[config.mk]
export PLATFORM = sky130hd
export DESIGN_NAME = serial_add_sub_flat
export DESIGN_NICKNAME = d
export VERILOG_FILES = /design/src/rtl/serial_add_sub_pkg.sv /design/src/rtl/serial_add_sub_if.sv /design/src/rtl/serial_add_sub_digit.sv /design/src/rtl/serial_add_sub.sv /design/src/flat_wrapper.sv
export SDC_FILE = /design/constraint.sdc
export NUM_CORES = 1
export LEC_CHECK = 0
export CAP_MARGIN = 5
export CORE_ASPECT_RATIO = 1.2
export CORE_UTILIZATION = 40
export CTS_CLUSTER_DIAMETER = 60
export DETAILED_ROUTE_END_ITERATION = 16
export PLACE_DENSITY_LB_ADDON = 0.3
export SETUP_SLACK_MARGIN = 0.15
export SLEW_MARGIN = 5
export SYNTH_ARGS = -nofsm -noshare
export SYNTH_HDL_FRONTEND = slang
export SYNTH_SLANG_ARGS = --single-unit
[constraint.sdc]
create_clock -name clk -period 3.1 [get_ports clk]
set_input_delay 0.93 -clock clk [delete_from_list [all_inputs] [get_ports clk]]
set_output_delay 0.93 -clock clk [all_outputs]
set_load 0.01 [all_outputs]
[src/rtl/serial_add_sub_pkg.sv]
// Shared types and helpers for the digit-serial adder/subtractor (package add_sub_pkg).
package add_sub_pkg;

  typedef enum logic [1:0] {
    IDLE = 2'd0,
    RUN  = 2'd1,
    DONE = 2'd2
  } state_e;

  localparam logic CTRL_ADD = 1'b0;
  localparam logic CTRL_SUB = 1'b1;

  // Bits needed to count 0..value-1; callers clamp the result to at least 1.
  function automatic int clog2(input int value);
    int r;
    r = 0;
    for (int i = 0; i < 32; i++) begin
      if ((1 << r) < value) r++;
    end
    return r;
  endfunction

endpackage

[src/rtl/serial_add_sub_if.sv]
// Operand/result handshake bundle for serial_add_sub; the master drives operands, the slave returns results.
interface serial_add_sub_if #(
  parameter int WIDTH = 16
);
  // Valid/ready: a transfer happens on a rising edge where valid and ready are both high;
  // the source holds its payload stable while valid is high and ready is low.
  logic             in_valid;
  logic             in_ready;
  logic [WIDTH-1:0] a;
  logic [WIDTH-1:0] b;
  logic             ctrl;
  logic             out_valid;
  logic             out_ready;
  logic [WIDTH-1:0] result;
  logic             cb;
  logic             ovf;

  modport master (
    output in_valid, a, b, ctrl, out_ready,
    input  in_ready, out_valid, result, cb, ovf
  );

  modport slave (
    input  in_valid, a, b, ctrl, out_ready,
    output in_ready, out_valid, result, cb, ovf
  );
endinterface

[src/rtl/serial_add_sub_digit.sv]
// Combinational DIGIT-bit ripple-carry slice (module add_sub_digit) shared by every serial step.
module add_sub_digit #(
  parameter int DIGIT = 4
) (
  input  logic [DIGIT-1:0] x,
  input  logic [DIGIT-1:0] y,
  input  logic             cin,
  output logic [DIGIT-1:0] s,
  output logic             cout,
  output logic             c_msb_in
);

  logic [DIGIT:0] c;

  always_comb begin
    c    = '0;
    s    = '0;
    c[0] = cin;
    for (int i = 0; i < DIGIT; i++) begin
      s[i]   = x[i] ^ y[i] ^ c[i];
      c[i+1] = (x[i] & y[i]) | (c[i] & (x[i] ^ y[i]));
    end
    cout     = c[DIGIT];
    c_msb_in = c[DIGIT-1];
  end

endmodule

[src/rtl/serial_add_sub.sv]
// Digit-serial adder/subtractor: WIDTH/DIGIT cycles per operation through one ripple slice.
// Define ADD_SUB_SAT_EN to saturate the result to the signed limit on overflow.
module serial_add_sub
  import add_sub_pkg::*;
#(
  parameter int WIDTH = 16,
  parameter int DIGIT = 4
) (
  input  logic             clk,
  input  logic             rst,
  serial_add_sub_if.slave  bus,
  output state_e           dbg_state
);

  localparam int NDIG  = WIDTH / DIGIT;
  localparam int CNT_W = (NDIG > 1) ? clog2(NDIG) : 1;
  localparam logic [CNT_W-1:0] LAST_DIG = CNT_W'(NDIG - 1);

  if (DIGIT < 1 || DIGIT > WIDTH || (WIDTH % DIGIT) != 0) begin : g_bad_digit
    $error("serial_add_sub: DIGIT=%0d must divide WIDTH=%0d", DIGIT, WIDTH);
  end

  state_e             state_q, state_d;
  logic [WIDTH-1:0]   a_q, a_d;
  logic [WIDTH-1:0]   b_q, b_d;
  logic [WIDTH-1:0]   res_q, res_d;
  logic               carry_q, carry_d;
  logic               ctrl_q, ctrl_d;
  logic               cb_q, cb_d;
  logic               ovf_q, ovf_d;
  logic [CNT_W-1:0]   cnt_q, cnt_d;

  logic [DIGIT-1:0]   dig_s;
  logic               dig_cout;
  logic               dig_cmsb;
  logic [WIDTH-1:0]   res_shift;
  logic [WIDTH-1:0]   res_final;

  add_sub_digit #(.DIGIT(DIGIT)) u_digit (
    .x        (a_q[DIGIT-1:0]),
    .y        (b_q[DIGIT-1:0]),
    .cin      (carry_q),
    .s        (dig_s),
    .cout     (dig_cout),
    .c_msb_in (dig_cmsb)
  );

  // New digits enter at the top, so after NDIG steps the least significant digit sits at bit 0.
  if (DIGIT == WIDTH) begin : g_single_digit
    assign res_shift = dig_s;
  end else begin : g_multi_digit
    assign res_shift = {dig_s, res_q[WIDTH-1:DIGIT]};
  end

`ifdef ADD_SUB_SAT_EN
  logic a_sign_q, a_sign_d;
  logic [WIDTH-1:0] sat_val;

  assign sat_val   = a_sign_q ? {1'b1, {(WIDTH-1){1'b0}}} : {1'b0, {(WIDTH-1){1'b1}}};
  assign res_final = (dig_cmsb ^ dig_cout) ? sat_val : res_shift;

  always_ff @(posedge clk) begin
    if (rst) a_sign_q <= 1'b0;
    else     a_sign_q <= a_sign_d;
  end

  always_comb begin
    a_sign_d = a_sign_q;
    if (state_q == IDLE && bus.in_valid) a_sign_d = bus.a[WIDTH-1];
  end
`else
  assign res_final = res_shift;
`endif

  always_ff @(posedge clk) begin
    if (rst) begin
      state_q <= IDLE;
      a_q     <= '0;
      b_q     <= '0;
      res_q   <= '0;
      carry_q <= 1'b0;
      ctrl_q  <= CTRL_ADD;
      cb_q    <= 1'b0;
      ovf_q   <= 1'b0;
      cnt_q   <= '0;
    end else begin
      state_q <= state_d;
      a_q     <= a_d;
      b_q     <= b_d;
      res_q   <= res_d;
      carry_q <= carry_d;
      ctrl_q  <= ctrl_d;
      cb_q    <= cb_d;
      ovf_q   <= ovf_d;
      cnt_q   <= cnt_d;
    end
  end

  always_comb begin
    state_d = state_q;
    a_d     = a_q;
    b_d     = b_q;
    res_d   = res_q;
    carry_d = carry_q;
    ctrl_d  = ctrl_q;
    cb_d    = cb_q;
    ovf_d   = ovf_q;
    cnt_d   = cnt_q;
    case (state_q)
      IDLE: begin
        if (bus.in_valid) begin
          // Subtraction is A + ~B + 1: invert B here, the +1 rides in as the initial carry.
          a_d     = bus.a;
          b_d     = (bus.ctrl == CTRL_SUB) ? ~bus.b : bus.b;
          carry_d = bus.ctrl;
          ctrl_d  = bus.ctrl;
          cnt_d   = '0;
          state_d = RUN;
        end
      end
      RUN: begin
        a_d     = a_q >> DIGIT;
        b_d     = b_q >> DIGIT;
        res_d   = res_shift;
        carry_d = dig_cout;
        cnt_d   = cnt_q + CNT_W'(1);
        if (cnt_q == LAST_DIG) begin
          res_d   = res_final;
          cb_d    = (ctrl_q == CTRL_SUB) ? ~dig_cout : dig_cout;
          ovf_d   = dig_cmsb ^ dig_cout;
          state_d = DONE;
        end
      end
      DONE: begin
        if (bus.out_ready) state_d = IDLE;
      end
      default: state_d = IDLE;
    endcase
  end

  always_comb begin
    bus.in_ready  = (state_q == IDLE);
    bus.out_valid = (state_q == DONE);
    bus.result    = res_q;
    bus.cb        = cb_q;
    bus.ovf       = ovf_q;
    dbg_state     = state_q;
  end

endmodule
[src/flat_wrapper.sv]
// flat-port wrapper written by rule: the top's interface ports become plain ports
module serial_add_sub_flat import add_sub_pkg::*;
#(
  parameter int WIDTH = 16,
  parameter int DIGIT = 4
)
  (clk, rst, dbg_state, bus_in_valid, bus_a, bus_b, bus_ctrl, bus_out_ready, bus_in_ready, bus_out_valid, bus_result, bus_cb, bus_ovf);
  serial_add_sub_if #(.WIDTH(WIDTH)) bus_i ();
  input  logic clk;
  input  logic rst;
  output state_e dbg_state;
  input wire logic [$bits(bus_i.in_valid)-1:0] bus_in_valid;
  input wire logic [$bits(bus_i.a)-1:0] bus_a;
  input wire logic [$bits(bus_i.b)-1:0] bus_b;
  input wire logic [$bits(bus_i.ctrl)-1:0] bus_ctrl;
  input wire logic [$bits(bus_i.out_ready)-1:0] bus_out_ready;
  output wire logic [$bits(bus_i.in_ready)-1:0] bus_in_ready;
  output wire logic [$bits(bus_i.out_valid)-1:0] bus_out_valid;
  output wire logic [$bits(bus_i.result)-1:0] bus_result;
  output wire logic [$bits(bus_i.cb)-1:0] bus_cb;
  output wire logic [$bits(bus_i.ovf)-1:0] bus_ovf;
  assign bus_i.in_valid = bus_in_valid;
  assign bus_i.a = bus_a;
  assign bus_i.b = bus_b;
  assign bus_i.ctrl = bus_ctrl;
  assign bus_i.out_ready = bus_out_ready;
  assign bus_in_ready = bus_i.in_ready;
  assign bus_out_valid = bus_i.out_valid;
  assign bus_result = bus_i.result;
  assign bus_cb = bus_i.cb;
  assign bus_ovf = bus_i.ovf;
  serial_add_sub #(.WIDTH(WIDTH), .DIGIT(DIGIT)) u_core (.clk(clk), .rst(rst), .bus(bus_i), .dbg_state(dbg_state));
endmodule
Word-level counts from Yosys, hierarchy flattened
Index checks and enable logic that the tools add are counted.

Register bits: 56. Input port bits: 37. Output and inout bits: 22. Logic and storage cells: 59.

Eq/ne operators: 6. Multiplexer cells: 14. Reduce and logical (&&, ||, !) cells: 6. Add/sub/neg operators: 1. Bitwise logic cells: 23.

Operators with widths (number): one-hot mux 16 bit (2 select lines) (2); two-way mux 16 bit (3); inverter 16 bit (1); bitwise XOR 1 bit (9); bitwise AND 1 bit (8); two-way mux 2 bit (4); one-hot mux 2 bit (3 select lines) (1); AND reduction 2 bit (3); == test 2 bit (second input constant) (2); inequality test 2 bit (second input constant) (2); bitwise OR 1 bit (4); one-hot mux 2 bit (2 select lines) (1); AND reduction 3 bit (1); adder 2 x 1 -> 2 bit (second input constant) (1); == test 2 x 1 -> 1 bit (second input constant) (1); zero test 2 bit (1); two-way mux 1 bit (2); inequality test 2 x 1 -> 1 bit (second input constant) (1); one-hot mux 1 bit (2 select lines) (1); nonzero test 2 bit (1); inverter 1 bit (1).

Depth between registers and ports, before layout
Gate-level depths: netlist of the first run.

Word-level depth: 11. Mapped depth: 10. Mapped depth without buffers: 10.

Hierarchy
From an unflattened synthesis of the first run, not the netlist that was laid out.

Cells, all modules: 264. Area, all modules: 2454.9 um2.

Modules (own cells, without submodules): serial_add_sub (area each 2344.7 um2, seq. area each 1121.1 um2, times used 1, cells each 252); add_sub_digit (area each 110.1 um2, seq. area each 0.0 um2, times used 1, cells each 12).

Worst setup path before layout of the first run
OpenSTA, ideal clock, no wires.

Kind: register to register. From: reg u_core.carry_q. To: reg u_core.carry_q. Cell stages (with the launch flop): 10. Setup time: 0.058 ns. Path slack: 0.872 ns. Path buffers: 0. Arrival: 2.170 ns. Clock period less this slack: 2.228 ns. Required time: 3.042 ns. Cell sequence: dfxtp_1 > fa_1 > inv_1 > fa_1 > inv_1 > fa_1 > inv_1 > fa_1 > a221oi_1 > o21a_1.

Longest elaborated chain between the ends: 9.

Ends and longest elaborated chain: start, declared (RTL line serial_add_sub.sv:27) `logic carry_q, carry_d;`; start signal, assigned (RTL line serial_add_sub.sv:91) `carry_q <= carry_d;`; bitwise AND 1 bit (RTL line serial_add_sub_digit.sv:21) `c[i+1] = (x[i] & y[i]) | (c[i] & (x[i] ^ y[i]));`; bitwise OR 1 bit (RTL line serial_add_sub_digit.sv:21); bitwise AND 1 bit (RTL line serial_add_sub_digit.sv:21); bitwise OR 1 bit (RTL line serial_add_sub_digit.sv:21); bitwise AND 1 bit (RTL line serial_add_sub_digit.sv:21); bitwise OR 1 bit (RTL line serial_add_sub_digit.sv:21); bitwise AND 1 bit (RTL line serial_add_sub_digit.sv:21); bitwise OR 1 bit (RTL line serial_add_sub_digit.sv:21); one-hot mux 1 bit (2 select lines) (RTL line serial_add_sub.sv:109) `case (state_q)`.

No other way between the ends. A chain may end at the register's enable or synchronous reset.

Worst setup path after layout of the first run
From: reg u_core.state_q[1] (netlist: u_core.dbg_state[1]). To: out bus_out_valid.

Longest elaborated chain between the ends: 1.

Ends and longest elaborated chain: start, declared (RTL line serial_add_sub.sv:23) `state_e state_q, state_d;`; start signal, assigned (RTL line serial_add_sub.sv:87) `state_q <= state_d;`; == test 2 bit (RTL line serial_add_sub.sv:143) `bus.out_valid = (state_q == DONE);`; end, declared (RTL line flat_wrapper.sv:18) `output wire logic [$bits(bus_i.out_valid)-1:0] bus_out_valid;`.

No other way between the ends.

==> results by group, run 1 <==
Run status
  • Outcome: finished clean

Yosys
  • Ys flop type: dfxtp_1
  • Post-synthesis average cell area: 9.084 um^2
  • Count leader, synth: dfxtp_1
  • Total of warnings raised by yosys: 0
  • Seq cells post-synth: 56
  • Top-area cell type share of the netlist area: around 46%
  • Distinct cells, synth: 31
  • EDFF count, synth: 0
  • Syn Inst Count: between 200 and 300
  • Sequential share of the synthesized area: 45.88%
  • Post-synthesis async set-or-reset flop share: 0%
  • Syn Nets: slightly above 300
  • Cell taking the most area after synthesis: dfxtp_1
  • Top post-synthesis cells by area: dfxtp_1 (46%), nand2_1 (5.7%), nor2_1 (5.1%)
  • Netlist Area Pre-Place: 0.002444 mm^2
  • Synth top cells by count: dfxtp_1 (56), nand2_1 (37), nor2_1 (33)

Timing
  • Slew margin rel.: 60.51%
  • Setup tns final: 0 ns
  • Final Slew Violations: 0
  • Worst Tran Pin Value: approximately 0.59 ns
  • Final hold vios: 0
  • Fmax: a little under 400 MHz
  • RSZ-0062 raised after global routing: no
  • Final Cycle Share: a little over four fifths
  • Setup violations, final: 0
  • Tmin final: between 2 and 3 ns
  • Clock skew: 0.01034 ns

Setup path
  • Largest stage delay on the critical path: about 0.58 ns
  • Capturing point of the worst reg2reg path: u_core.bus.cb$_SDFFE_PP0P_
  • CP endpoint kind: primary output
  • CP Data Required Time: about 2.2 ns
  • Crit path launch: u_core.dbg_state[1]$_SDFFE_PP0P_
  • CP Max Fanout: 13
  • Crit path arrival time: 1.65 ns
  • CP Cell Sequence: nor2b_1 -> clkdlybuf4s50_1
  • Type of origin of the critical path: flip-flop
  • Critical R2R Launch: u_core.carry_q$_SDFFE_PP0P_
  • Worst-path cell with the longest stage delay: dfxtp_1
  • Slack of the worst reg-to-reg path: 0.69 ns
  • Length in cells of the worst reg-to-reg path: 10
  • Critical path type: flip-flop to primary output

Clock tree
  • CTS Hold Buffers Added: 0
  • Root buffer cell: clkbuf_8
  • Inserted Clock Buffers: 5
  • Reg clk slew, reported paths: about 0.09 ns
  • Clock Path Buffers: 2
  • CTS tree: built
  • CTS resizes: 0
  • Worst skew pair latency: slightly above 0.3 ns
  • Postcts setup bufs: 0
  • H-tree depth: 2
  • CTS Sinks: 56

Drt
  • DRC: 0
  • Vias post-DR: just under 2000
  • Vias per cell: around 4.9
  • Initial DRC Count: between 90 and 100
  • DRT Wirelength: between 5 and 6 mm
  • Met3 WL: a little over 200 um
  • WL/cell: between 10 and 15 um
  • First-pass detailed-route iteration total: 6
  • Top Metal Used: met4
  • ANT nets after route: 0
  • Met2 wire length: approximately 2.5 mm
  • M1 WL: ~2.2 mm

Floorplanning
  • Num ports: a little under 60
  • Initial Util: 42.27%
  • Chip width: about 73 um
  • Die Area: between 0.006 and 0.007 mm^2
  • Core box area: ~0.0058 mm^2
  • Num rows: 30
  • Die Ht: a little under 90 um

Placed design
  • IO buf count: 58
  • DP Cell Count: between 300 and 400
  • GPL Wtd Cong: 0.7998
  • Dpl hpwl: ~3.7 mm

Pwr
  • Peak supply drop: 0.1721 mV
  • Leakage power: 1.127 nW
  • Pwr Total: roughly 0.0015 W
  • Power Density: about 470 mW/mm^2

Cells and area
  • Non-Filler Instances: 400
  • Fillcell total: a little under 600
  • ANT cells: 0
  • Share of layout cells above drive strength 1: a little over 7%
  • Nets: approximately 360
  • Syn-to-layout area delta: 28.83%

Hold path
  • Worst Hold Class: flip-flop to flip-flop
  • Hold Startpoint: u_core.bus.result[3]$_SDFFE_PP0P_
  • WHS Endpoint: u_core.bus.result[3]$_SDFFE_PP0P_
  • Hold Crit Depth: 2

Flow run
  • Max-cap viol count: 0

Global routing
  • Gr ovfl total: 0
  • Largest net degree at the start of global routing: 31
  • Initial antenna violation count: 0
  • Global-route wire length before repair: between 8 and 9 mm
  • GR Util All Layers: between 10% and 20%
  • Vias in the first global route: roughly 1900
-- how the worst max path moves through the flow --
| stage | slack, ns | endpoint | depth (start not counted) |
|---|---|---|---|
| 2_1_floorplan | 0.87 | u_core.carry_q$_SDFFE_PP0P_ | 9 |
| 3_3_place_gp | 0.65 | u_core.b_q[14]$_SDFFE_PP0P_ | 5 |
| 3_5_place_dp | 0.60 | u_core.b_q[14]$_SDFFE_PP0P_ | 5 |
| 4_1_cts | 0.49 | bus_out_valid | 2 |
| 5_1_grt | 0.37 | bus_out_valid | 2 |
| 6_report | 0.52 | bus_out_valid | 2 |
-- layout make-up --
cell class | count | area (um^2) | area share (%)
repair buffers | 64 | 620.6 | 19.71
inverters | 8 | 30.03 | 0.9539
well taps | 80 | 100.1 | 3.180
clock inverters | 1 | 7.507 | 0.2385
clock buffers | 7 | 86.33 | 2.742
multi-input cells | 184 | 1182 | 37.56
flip-flops and latches | 56 | 1121 | 35.61
-- power by group --
part           leakage, nW  total, W  internal (W)  switching, W
Clock               0.0445  0.000409      0.000182      0.000227
Sequential           0.459  0.000801      0.000768     0.0000339
Combinational        0.623  0.000258      0.000135      0.000123
Total                 1.13   0.00147       0.00108      0.000383
-- kinds of logic after synthesis --
logic type / after synthesis / synth area share, %
AOI/OAI and AO/OA: 64 / 18.28
xor gates and xnor gates: 18 / 6.452
adders and majority gates: 5 / 3.789
buffers and inverters: 29 / 5.735
DFF: 56 / 45.88
muxes: 12 / 4.916
and+or+nand+nor: 85 / 14.95
-- through the flow --
step	cell area [um^2]	hold slack (ns)	setup slack (ns)	util, %
after CTS	3148	0.4591	0.4950	54.46
after global routing	3148	0.4818	0.3749	54.46
after floorplan	2444	0.4436	0.8724	-
after detailed placement	3054	0.4456	0.6010	52.84
final	3148	0.4556	0.5161	54.46
after global placement	3054	0.4422	0.6476	52.84
-- worst max-delay path, delay by kind of cell (launching register included) --
family | cells | cell delay [ns]
DFF | 1 | 0.58
and+or+nand+nor | 1 | 0.22
buffers and inverters | 1 | 0.56
-- layer usage --
layer / vias up / global-route usage (%)
li1: 1023 / -
met1: 897 / 21.43
met2: 47 / 29.38
met3: 6 / 3.682
met4: 0 / 5.769
met5: - / 0
-- state kept, by name (all words and copies together), names as in the netlist --
name               count
u_core.a_q            16
u_core.b_q            16
u_core.bus.result     16
u_core.cnt_q           2
u_core.dbg_state       2
u_core.bus.cb          1
u_core.bus.ovf         1
u_core.carry_q         1
u_core.ctrl_q          1
-- layout by cell type, fill, tap and decap left out, types with 2 or more instances in the layout --
master	count
nand2b_1	2
clkbuf_8	6
buf_4	6
nor2_1	33
a211oi_1	15
nor2b_1	2
xnor2_1	14
inv_1	8
xor2_1	4
clkdlybuf4s50_1	57
o21a_1	2
fa_1	4
a221o_2	6
mux2i_1	12
nand3_1	7
a22oi_1	8
a221o_1	2
o22ai_1	4
a21oi_1	24
dfxtp_1	56
nand2_1	37
No activity file was read; power rests on OpenSTA's default activity.
==> run 2: changes to the inputs <==
==> constraint.sdc (replaced) <==
create_clock -name clk -period 2.4 [get_ports clk]
set_input_delay 0.72 -clock clk [delete_from_list [all_inputs] [get_ports clk]]
set_output_delay 0.72 -clock clk [all_outputs]
set_load 0.01 [all_outputs]
==> results by group, run 2 (synthesized netlist as in run 1, its figures left out) <==
Setup path
  • CP delay by family, top: adder cells
  • CP Cell Sequence: fa_2 -> inv_2 -> fa_2 -> inv_2 -> fa_2 -> inv_2 -> fa_2 -> xnor2_2 -> nand3_1 -> a21oi_2
  • Largest stage delay on the critical path: 0.38 ns (-0.20 ns)
  • CP Max Fanout: 3 (-10)
  • Crit path arrival time: 2.43 ns (+0.78 ns)
  • CP Data Required Time: 2.65 ns (+0.48 ns)
  • CP endpoint kind: flip-flop
  • Worst Path Buf+Inv: 3 (+2)
  • Crit path launch: u_core.carry_q$_SDFFE_PP0P_
  • Worst-path cell with the longest stage delay: fa_2
  • Type of origin of the critical path: flip-flop
  • Critical R2R Launch: u_core.carry_q$_SDFFE_PP0P_
  • Most used cell, CP: fa_2
  • Critical path type: flip-flop to flip-flop

Clock tree
  • H-tree depth: 2 (unchanged)
  • CTS tree: built
  • Reg clk slew, reported paths: 0.10 ns (about the same)
  • Root buffer cell: clkbuf_8
  • Worst skew pair latency: 0.31 ns (about the same)
  • Inserted Clock Buffers: 5 (unchanged)
  • Clock Path Buffers: 2 (unchanged)
  • CTS Hold Buffers Added: 0 (unchanged)
  • CTS Sinks: 56 (unchanged)

Drt
  • WL/cell: 12.86 um (+2.1%)
  • DRT Wirelength: 5.235 mm (+3.9%)
  • Initial DRC Count: 110 (+21%)
  • Vias per cell: 4.975 (+0.87%)
  • First-pass detailed-route iteration total: 4 (-2)
  • DRC: 0 (unchanged)
  • Vias post-DR: 2025 (+2.6%)
  • ANT nets after route: 0 (unchanged)

Timing
  • Slew margin rel.: 64.75% (+4.2 points)
  • Setup tns final: 0 ns (unchanged)
  • Tmin final: roughly 2.2 ns
  • Worst Tran Pin Value: 0.5268 ns (-0.06422 ns)
  • WHS: 0.4567 ns (+0.001089 ns)
  • Final Cycle Share: about nine tenths
  • Fmax: approximately 460 MHz
  • Final hold vios: 0 (unchanged)
  • Final Slew Violations: 0 (unchanged)
  • Clock skew: 0.009735 ns (-0.0006068 ns)
  • Setup violations, final: 0 (unchanged)
  • RSZ-0062 raised after global routing: no

Floorplanning
  • Die Ht: 87.62 um (unchanged)
  • Core box area: 0.005781 mm^2 (unchanged)
  • Num ports: 59 (unchanged)
  • Chip width: 73.35 um (unchanged)
  • Num rows: 30 (unchanged)
  • Die Area: 0.006427 mm^2 (unchanged)
  • Initial Util: 42.27% (unchanged)

Cells and area
  • Share of layout cells above drive strength 1: 14.07% (+6.9 points)
  • Syn-to-layout area delta: 34.10%
  • Storage cell area: 0.001125 mm^2 (+0.33%)
  • Multi-input gate area: 0.001222 mm^2 (+3.4%)
  • Nets: 368 (+1.9%)
  • Most frequent cells in the layout: clkdlybuf4s50_1 (57), dfxtp_1 (53), nand2_1 (37)
  • Fillcell total: 578 (+0.17%)
  • ANT cells: 0 (unchanged)
  • Commonest non-fill, non-tap cell in the layout: clkdlybuf4s50_1

Flow run
  • Max-cap viol count: 0 (unchanged)

Placed design
  • Dpl hpwl: 3.578 mm (-2.3%)
  • GPL Wtd Cong: 0.7774 (-2.8%)
  • IO buf count: 58 (unchanged)

Hold path
  • Hold Startpoint: u_core.bus.result[2]$_SDFFE_PP0P_
  • Worst Hold Class: flip-flop to flip-flop

Global routing
  • Largest net degree at the start of global routing: 49 (+58%)
  • Initial antenna violation count: 0 (unchanged)
  • GR Util All Layers: 17.07% (-0.11 points)
  • Gr ovfl total: 0 (unchanged)
  • Vias in the first global route: 1867 (-1.8%)
  • Global-route wire length before repair: 8.466 mm (-1.1%)

Run status
  • Outcome: finished clean

Pwr
  • Peak supply drop: 0.3216 mV (+87%)
  • Pwr Total: 0.002061 W (+40%)
  • Leakage power: 1.198 nW (+6.3%)
  • Power Density: 629.0 mW/mm^2 (+35%)
[run 2: worst paths after layout]
| path | end | slack [ns] | cells past startpoint |
|---|---|---|---|
| worst max-delay path | u_core.bus.ovf$_SDFFE_PP0P_ | 0.22 | 10 |
| worst min-delay path | u_core.bus.result[2]$_SDFFE_PP0P_ | 0.46 | 2 |
| worst max register to register | u_core.bus.ovf$_SDFFE_PP0P_ | 0.22 | 10 |
| worst min register to register | u_core.bus.result[2]$_SDFFE_PP0P_ | 0.46 | 2 |
[run 2: final cells by class]
cell class	count	share of cell area [%]
flip-flops and latches	56	34.33
multi-input cells	184	37.30
clock buffers	7	2.940
inverters	8	0.9164
well taps	80	3.055
repair buffers	71	20.54
clock inverters	1	0.9164
[run 2: per-layer routing]
metal | GRT usage, % | wire (um) | up-vias
li1 | - | - | 1033
met1 | 19.81 | 2223 | 934
met2 | 30.39 | 2678 | 52
met3 | 3.452 | 247 | 6
met4 | 7.168 | 85 | 0
met5 | 0 | 0 | -
[run 2: per-stage QoR]
| step | util (%) | setup WS, ns | std cells | cell area, um^2 |
|---|---|---|---|---|
| 2_1_floorplan | - | 0.1724 | 269 | 2444 |
| 3_3_place_gp | 53.61 | 0.1017 | 398 | 3099 |
| 3_5_place_dp | 53.61 | 0.04603 | 398 | 3099 |
| 4_1_cts | 56.13 | 0.1698 | 406 | 3244 |
| 5_1_grt | 56.69 | 0.1421 | 407 | 3277 |
| 6_report | 56.69 | 0.2153 | 407 | 3277 |
[run 2: where the power goes]
part	total, W	switching, W	internal (W)
Sequential	0.00103	0.0000421	0.000992
Combinational	0.000362	0.000170	0.000192
Clock	0.000665	0.000297	0.000368
[run 2: worst reg2reg max path, stage by stage (launching register included)]
cell and delay, ns:
dfxtp_2 0.35, fa_2 0.38, inv_2 0.06, fa_2 0.18, inv_2 0.04, fa_2 0.37
inv_2 0.08, fa_2 0.27, xnor2_2 0.13, nand3_1 0.13, a21oi_2 0.15
[run 2: what timing repair did]
item | CTS | global route
gates resized for setup | 6 | 9
endpoints found under the setup margin | 4 | 4
setup buffers | 0 | 1
pin swaps | 1 | 8
==> run 3: changes to the inputs <==
--- a/config.mk
+++ b/config.mk
@@ -8,7 +8,7 @@
 export CAP_MARGIN = 5
 export CORE_ASPECT_RATIO = 1.2
 export CORE_UTILIZATION = 40
-export CTS_CLUSTER_DIAMETER = 60
+export CTS_CLUSTER_DIAMETER = 40
 export DETAILED_ROUTE_END_ITERATION = 16
 export PLACE_DENSITY_LB_ADDON = 0.3
 export SETUP_SLACK_MARGIN = 0.15
==> results of run 3 <==
No change in the layout: final DEF, timing and power equal those of run 2.
